File: config.mk
export PLATFORM = sky130hd
export DESIGN_NAME = stream_deinterleave
export DESIGN_NICKNAME = d
export VERILOG_FILES = /design/src/rtl/stream_deinterleave.sv
export SDC_FILE = /design/constraint.sdc
export NUM_CORES = 1
export LEC_CHECK = 0
export ABC_AREA = 1
export CORE_MARGIN = 1.5
export CORE_UTILIZATION = 55
export DETAILED_ROUTE_END_ITERATION = 8
export GPL_TIMING_DRIVEN = 1
export PLACE_DENSITY_LB_ADDON = 0.15
export SLEW_MARGIN = 40
export SYNTH_ARGS = -nofsm -noshare
export SYNTH_HDL_FRONTEND = slang
export SYNTH_SLANG_ARGS = --single-unit
File: constraint.sdc
create_clock -name clk -period 5.7 [get_ports clk]
set_input_delay 1.14 -clock clk [delete_from_list [all_inputs] [get_ports clk]]
set_output_delay 1.14 -clock clk [all_outputs]
set_load 0.03 [all_outputs]
File: src/rtl/stream_deinterleave.sv
// Channel-interleaved sample stream to parallel frame vector, double-buffered (assembly + output).
// Optional STREAM_DEINTERLEAVE_FRAME_CNT_EN adds frame_cnt / drop_cnt status counters.
module stream_deinterleave #(
    parameter int DATA_WIDTH  = 16,
    parameter int NUM_STREAMS = 4
) (
    input  logic                  clk,
    input  logic                  rst,
    input  logic [DATA_WIDTH-1:0] s_data,
    input  logic                  s_valid,
    input  logic                  s_first,
    output logic                  s_ready,
    output logic [DATA_WIDTH-1:0] out_data [0:NUM_STREAMS-1],
    output logic                  out_valid,
    input  logic                  out_ready,
`ifdef STREAM_DEINTERLEAVE_FRAME_CNT_EN
    output logic [31:0]           frame_cnt,
    output logic [15:0]           drop_cnt,
`endif
    output logic                  sync_err
);

    localparam int CW = (NUM_STREAMS > 1) ? $clog2(NUM_STREAMS) : 1;
    localparam logic [CW-1:0] LAST_IDX = CW'(NUM_STREAMS - 1);

    typedef enum logic {COLLECT, PENDING} state_t;

    state_t                state;
    logic [CW-1:0]         ch_idx;
    logic [DATA_WIDTH-1:0] asm_buf    [0:NUM_STREAMS-1];
    logic [DATA_WIDTH-1:0] frame_next [0:NUM_STREAMS-1];

    logic accept;
    logic slot_free;
    logic resync;
    logic last_beat;
    logic load_direct;
    logic load_pending;

    always_comb begin
        accept       = s_valid && s_ready;
        slot_free    = !out_valid || out_ready;
        resync       = accept && s_first && (ch_idx != '0);
        last_beat    = accept && !resync && (ch_idx == LAST_IDX);
        load_direct  = (state == COLLECT) && last_beat && slot_free;
        load_pending = (state == PENDING) && slot_free;
    end

    // Completed frame as it will look once the final beat lands in the assembly buffer.
    always_comb begin
        frame_next         = asm_buf;
        frame_next[ch_idx] = s_data;
    end

    always_ff @(posedge clk or posedge rst) begin
        if (rst) begin
            state     <= COLLECT;
            s_ready   <= 1'b1;
            ch_idx    <= '0;
            out_valid <= 1'b0;
            sync_err  <= 1'b0;
            for (int unsigned i = 0; i < NUM_STREAMS; i++) begin
                asm_buf[i]  <= '0;
                out_data[i] <= '0;
            end
        end else begin
            sync_err <= 1'b0;
            if (out_valid && out_ready)
                out_valid <= 1'b0;
            case (state)
                COLLECT: begin
                    if (accept) begin
                        if (resync) begin
                            asm_buf[0] <= s_data;
                            ch_idx     <= CW'(1);
                            sync_err   <= 1'b1;
                        end else begin
                            asm_buf[ch_idx] <= s_data;
                            if (ch_idx == LAST_IDX) begin
                                ch_idx <= '0;
                                if (slot_free) begin
                                    out_data  <= frame_next;
                                    out_valid <= 1'b1;
                                end else begin
                                    state   <= PENDING;
                                    s_ready <= 1'b0;
                                end
                            end else begin
                                ch_idx <= ch_idx + 1'b1;
                            end
                        end
                    end
                end
                PENDING: begin
                    if (slot_free) begin
                        out_data  <= asm_buf;
                        out_valid <= 1'b1;
                        state     <= COLLECT;
                        s_ready   <= 1'b1;
                    end
                end
                default: begin
                    state   <= COLLECT;
                    s_ready <= 1'b1;
                end
            endcase
        end
    end

`ifdef STREAM_DEINTERLEAVE_FRAME_CNT_EN
    always_ff @(posedge clk or posedge rst) begin
        if (rst) begin
            frame_cnt <= '0;
            drop_cnt  <= '0;
        end else begin
            if (load_direct || load_pending)
                frame_cnt <= frame_cnt + 32'd1;
            if (resync && (drop_cnt != 16'hFFFF))
                drop_cnt <= drop_cnt + 16'd1;
        end
    end
`endif

endmodule
* Word-level counts from Yosys, hierarchy flattened *
Index checks and enable logic that the tools add are counted.

cells by class
  $lt $le $gt $ge = 2
  bitwise gates (word level) = 3
  multiplexer cells = 32
  reductions and logical operators = 12
  eq/ne operators = 7
  $add $sub $neg = 1

operator list
  operator             count
  $mux 64              5
  $pmux 64 s2          1
  $bwmux 64            1
  $demux 16 s2         1
  $mux 16              2
  $mux 1               17
  $reduce_and 5->1     2
  $ne 2x2->1 const B   4
  $pmux 1 s2           3
  $logic_and 1x1->1    5
  $mux 2               2
  $ne 2x1->1 const B   2
  $ge 3x3->1 const B   1
  $lt 3x1->1 const B   1
  $not 2->3            1
  $reduce_and 3->1     1
  $add 2x1->2 const B  1
  $eq 2x2->1 const B   1
  $not 1->1            2
  $reduce_and 2->1     1
  $reduce_bool 2->1    1
  $logic_not 1->1      1
  $logic_or 1x1->1     1

storage, ports and cells
  bits of input ports = 21
  word-level logic and storage cells = 70
  register bits after elaboration = 134
  output and inout bits = 67

* Logic depth before layout (Yosys ltp) *
  depth after elaboration = 11
  mapped depth = 11
  depth with buffers taken out = 9

* Least setup slack after synthesis *
No wires, ideal clock.

  kind = in2reg
  from = in s_valid
  to = reg asm_buf[48] (netlist name)
  buffers on the path = 2
  stages on the path = 7
  data arrival time = 1.976 ns
  required time = 5.582 ns
  setup slack = 3.606 ns
  cells stage by stage = nand2_1 -> nor2_1 -> buf_2 -> clkinv_1 -> buf_2 -> nand2_1 -> nand2_1

on the way
  longest elaborated chain between the ends = 4
  elaborated cells between the ends (all ways) = 5
  those cells by class = mux (1); reduce/logical (4)

ends and longest elaborated chain
  item                            RTL line  source
  start: declaration              10        input logic s_valid,
  $logic_and 1x1->1 (*)           41        accept = s_valid && s_ready;
  $logic_and 1x1->1 (2 in a row)  43        resync = accept && s_first && (ch_idx != '0);
  $mux 16                         73        if (resync) begin
  end signal: indexed assignment  78        asm_buf[ch_idx] <= s_data;
  end: declaration                30        logic [DATA_WIDTH-1:0] asm_buf [0:NUM_STREAMS-1];

Every way passes the cells marked *; elsewhere a longest branch is shown, timed or not.
A chain may end at the register's enable or synchronous reset.

* Worst setup path in the final report *
  from = in s_valid
  to = reg asm_buf[17] (netlist name)

on the way
  longest elaborated chain between the ends = 5

ends and longest elaborated chain
  item                                   RTL line
  $logic_and 1x1->1 (*)                  41
  $logic_and 1x1->1 (2 in a row)         43
  $not 1->1 (no source line)             n/a
  $reduce_and 3->1 (no source line) (*)  n/a

Marks and branches as above.

==> flow_summary.toml <==
[place]
routabilityCongestion = 0.7833
io_buffers = 87
dp_hpwl_mm = 10.22

[setup_path]
r2r-start = "ch_idx[0]"
ff2ff_path_depth = 8
critical-path-max-stage-delay_ns = 0.55
end_kind = "flop"
crit_required_ns = 5.97
critical_path_class = "in2reg"
cp_num_cells = 8
crit_path_start_kind = "input port"
cp_max_fo = 58
regToRegSetupSlack_ns = 2.72
cp_slowest_cell = "buf_4"
crit_path_cell_trace = "clkdlybuf4s50_1 -> nand2_1 -> nor2_1 -> buf_4 -> nand2_1 -> inv_2 -> buf_4 -> o21ai_0"
worstPathBufferInverterCount = 4
critPathArrivalTime_ns = 3.35
reg2reg_to = "asm_buf[17]"
critical_path.top_delay_family = "buffers and inverters"

[timing]
finalHoldViolations = 0
setup_viol = 0
drv_slew = 0
fin_crit_ns = 3.085
skew_ns = 0.01055
tightest_slew_ns = 0.7638
setup_tns_ns = 0
max_slew_margin_pct = 49.08
fmax_ghz = 0.3241
finalCritPeriodShare_pct = 54.13
rsz0062_at_grt = "no"

[clock_network]
clock-sinks = 134
cts_resized = 0
path_clk_slew_ns = 0.06
clkLatencyLatePin_ns = 0.42
cts_tree = "done"
numCtsBuffers = 17
hold_buffers = 0
post_cts_buffers = 0
htree_num_levels = 4
cts-root-buf = "clkbuf_16"
clockBufferDepth = 2

[global_routing]
grt_pass1_vias = 5820
antenna_found_initial = 0
gr-total-overflow = 0
grt_max_degree = 68
grt_use_total_pct = 27.34
grt_pass1_wl_mm = 28.17

[hold_path]
hold_path_depth = 2
min-delay-start = "out_data[50]"
min_to = "out_data[50]"
hp-class = "reg2reg"

[finish]
area_delta_synth_final_pct = 22.46
fin_nets = 1097
mostFrequentLayoutCells = "nand2_1 (598), dfrtp_1 (132), o21ai_0 (99), inv_1 (87), clkdlybuf4s50_1 (87)"
n_antenna_cell = 0
fin_util_pct = 69.74
drive_above_1_share_pct = 4.977
mostFrequentLayoutCell = "nand2_1"

[drt]
wl_met2_mm = 7.865
vias_per_cell = 4.977
via_count = 6236
topRoutingLayerUsed = "met4"
wl_per_cell_um = 13.47
wirelength_mm = 16.88
drc = 0
first_pass_iters = 6
ant_nets = 0
drt-initial-drc-count = 539
wl_met1_mm = 7.861
wl_met3_um = 830

[pwr]
p_int_uw = 1690
power_per_cell_area_mw_per_mm2 = 254.7
total_leakage_power_uw = 0.004606
pwr-share-seq_pct = 44.2
vdd.ir_drop.worst_mv = 0.1622
switching_share_pct = 21.44
comb_power_share_pct = 2.9
power.share.clock_pct = 52.8
p_switching_uw = 461.4

[yosys]
synth_cells = 1011
ys_seq_area_share_pct = 48.63
syn_area_mm2 = 0.006898
synth_warnings = 0
ys_types = 21
synth_seq_cells = 134
syn-num-nets = 1036
avgSynthCellArea_um2 = 6.823

[floorplanning]
io-pin-count = 88
fp.dieH_um = 115.0
die_w_um = 115.0
core.rowCount = 40
die-area_mm2 = 0.01322
start_util_pct = 56.95
core_mm2 = 0.01211

[job]
cap_violations = 0

[outcome]
outcome = "finished, final reports clean"
## worst min-delay path: cells and delay by family, from the launching register on
kind	cells	cell delay, ns
DFF	1	0.33
and+or+nand+nor	2	0.11
## cell usage after synthesis
cell type,number,area [µm²]
buf_4,2,15.01
dfrtp_1,133,3328
nor2_1,7,26.28
nand2_2,2,12.51
dfstp_2,1,26.28
a21oi_1,2,10.01
clkinv_1,1,3.750
o22ai_1,1,6.260
inv_4,1,6.260
clkbuf_1,23,86.33
inv_2,1,3.750
nor2_2,1,6.260
inv_1,89,334.1
a21oi_4,1,16.27
buf_1,4,15.01
nand2_1,598,2245
o21ai_0,99,495.5
nand2_4,1,11.26
nand3_1,15,75.07
ha_1,4,50.05
buf_2,25,125.1
## layer usage
layer  vias to the layer above  GRT usage (%)
li1                       3174              -
met3                        21          4.692
met4                         0          8.889
met5                         -              0
met1                      2857          38.16
met2                       184          43.89
## kinds of logic (layout without fill, tap and decap cells)
logic type                 Yosys count  in the layout  synth area share (%)
and+or+nand+nor                    624            624                 34.45
DFF                                134            134                 48.63
adders and majority gates            4              4                0.7256
buffers and inverters              146            220                 8.543
AOI/OAI and AO/OA                  103            103                 7.655
## cell type report
cell class	count	area (µm²)
multi-input combinational	731	2964
sequential	134	3356
fill	1035	3665
clock inverter	12	151.4
inverter	92	352.8
timing repair buffer	96	945.9
clock buffer	20	466.7
tap	168	210.2
## sequential cells by signal (all words and copies together) (netlist names)
register and count:
out_data 64, ch_idx 2, asm_buf 64, s_ready 1, sync_err 1, out_valid 1, state 1
## power groups by stage
| stage | clock network (µW) | logic (µW) | registers [µW] |
|---|---|---|---|
| after CTS | 1150 | 63.8 | 952 |
| after global routing | 1190 | 69.7 | 951 |
| final | 1140 | 63.1 | 952 |
| after detailed placement | 0 | 63.6 | 969 |
| after floorplan | 0 | 25.9 | 969 |
| after global placement | 0 | 63.2 | 969 |
## stage by stage
step	hold WS [ns]	worst slack [ns]	power, µW	instance area, µm²	cells
floorplan	0.4708	0.9789	994.8	6898	1011
global placement	0.4610	2.340	1032	7801	1220
detailed placement	0.4644	2.228	1032	7811	1220
CTS	0.4808	2.613	2161	8429	1252
global route	0.4890	2.347	2210	8447	1253
finish	0.4754	2.615	2152	8447	1253
## how the worst max path moves through the flow
| stage | start | to | slack (ns) |
|---|---|---|---|
| floorplan | rst | asm_buf[0] | 0.98 |
| global placement | s_valid | asm_buf[28] | 2.34 |
| detailed placement | s_valid | asm_buf[39] | 2.23 |
| CTS | ch_idx[0] | out_data[49] | 2.61 |
| global route | s_valid | asm_buf[17] | 2.35 |
| finish | s_valid | asm_buf[17] | 2.61 |
Note: power is estimated with default switching activity, not from simulation.
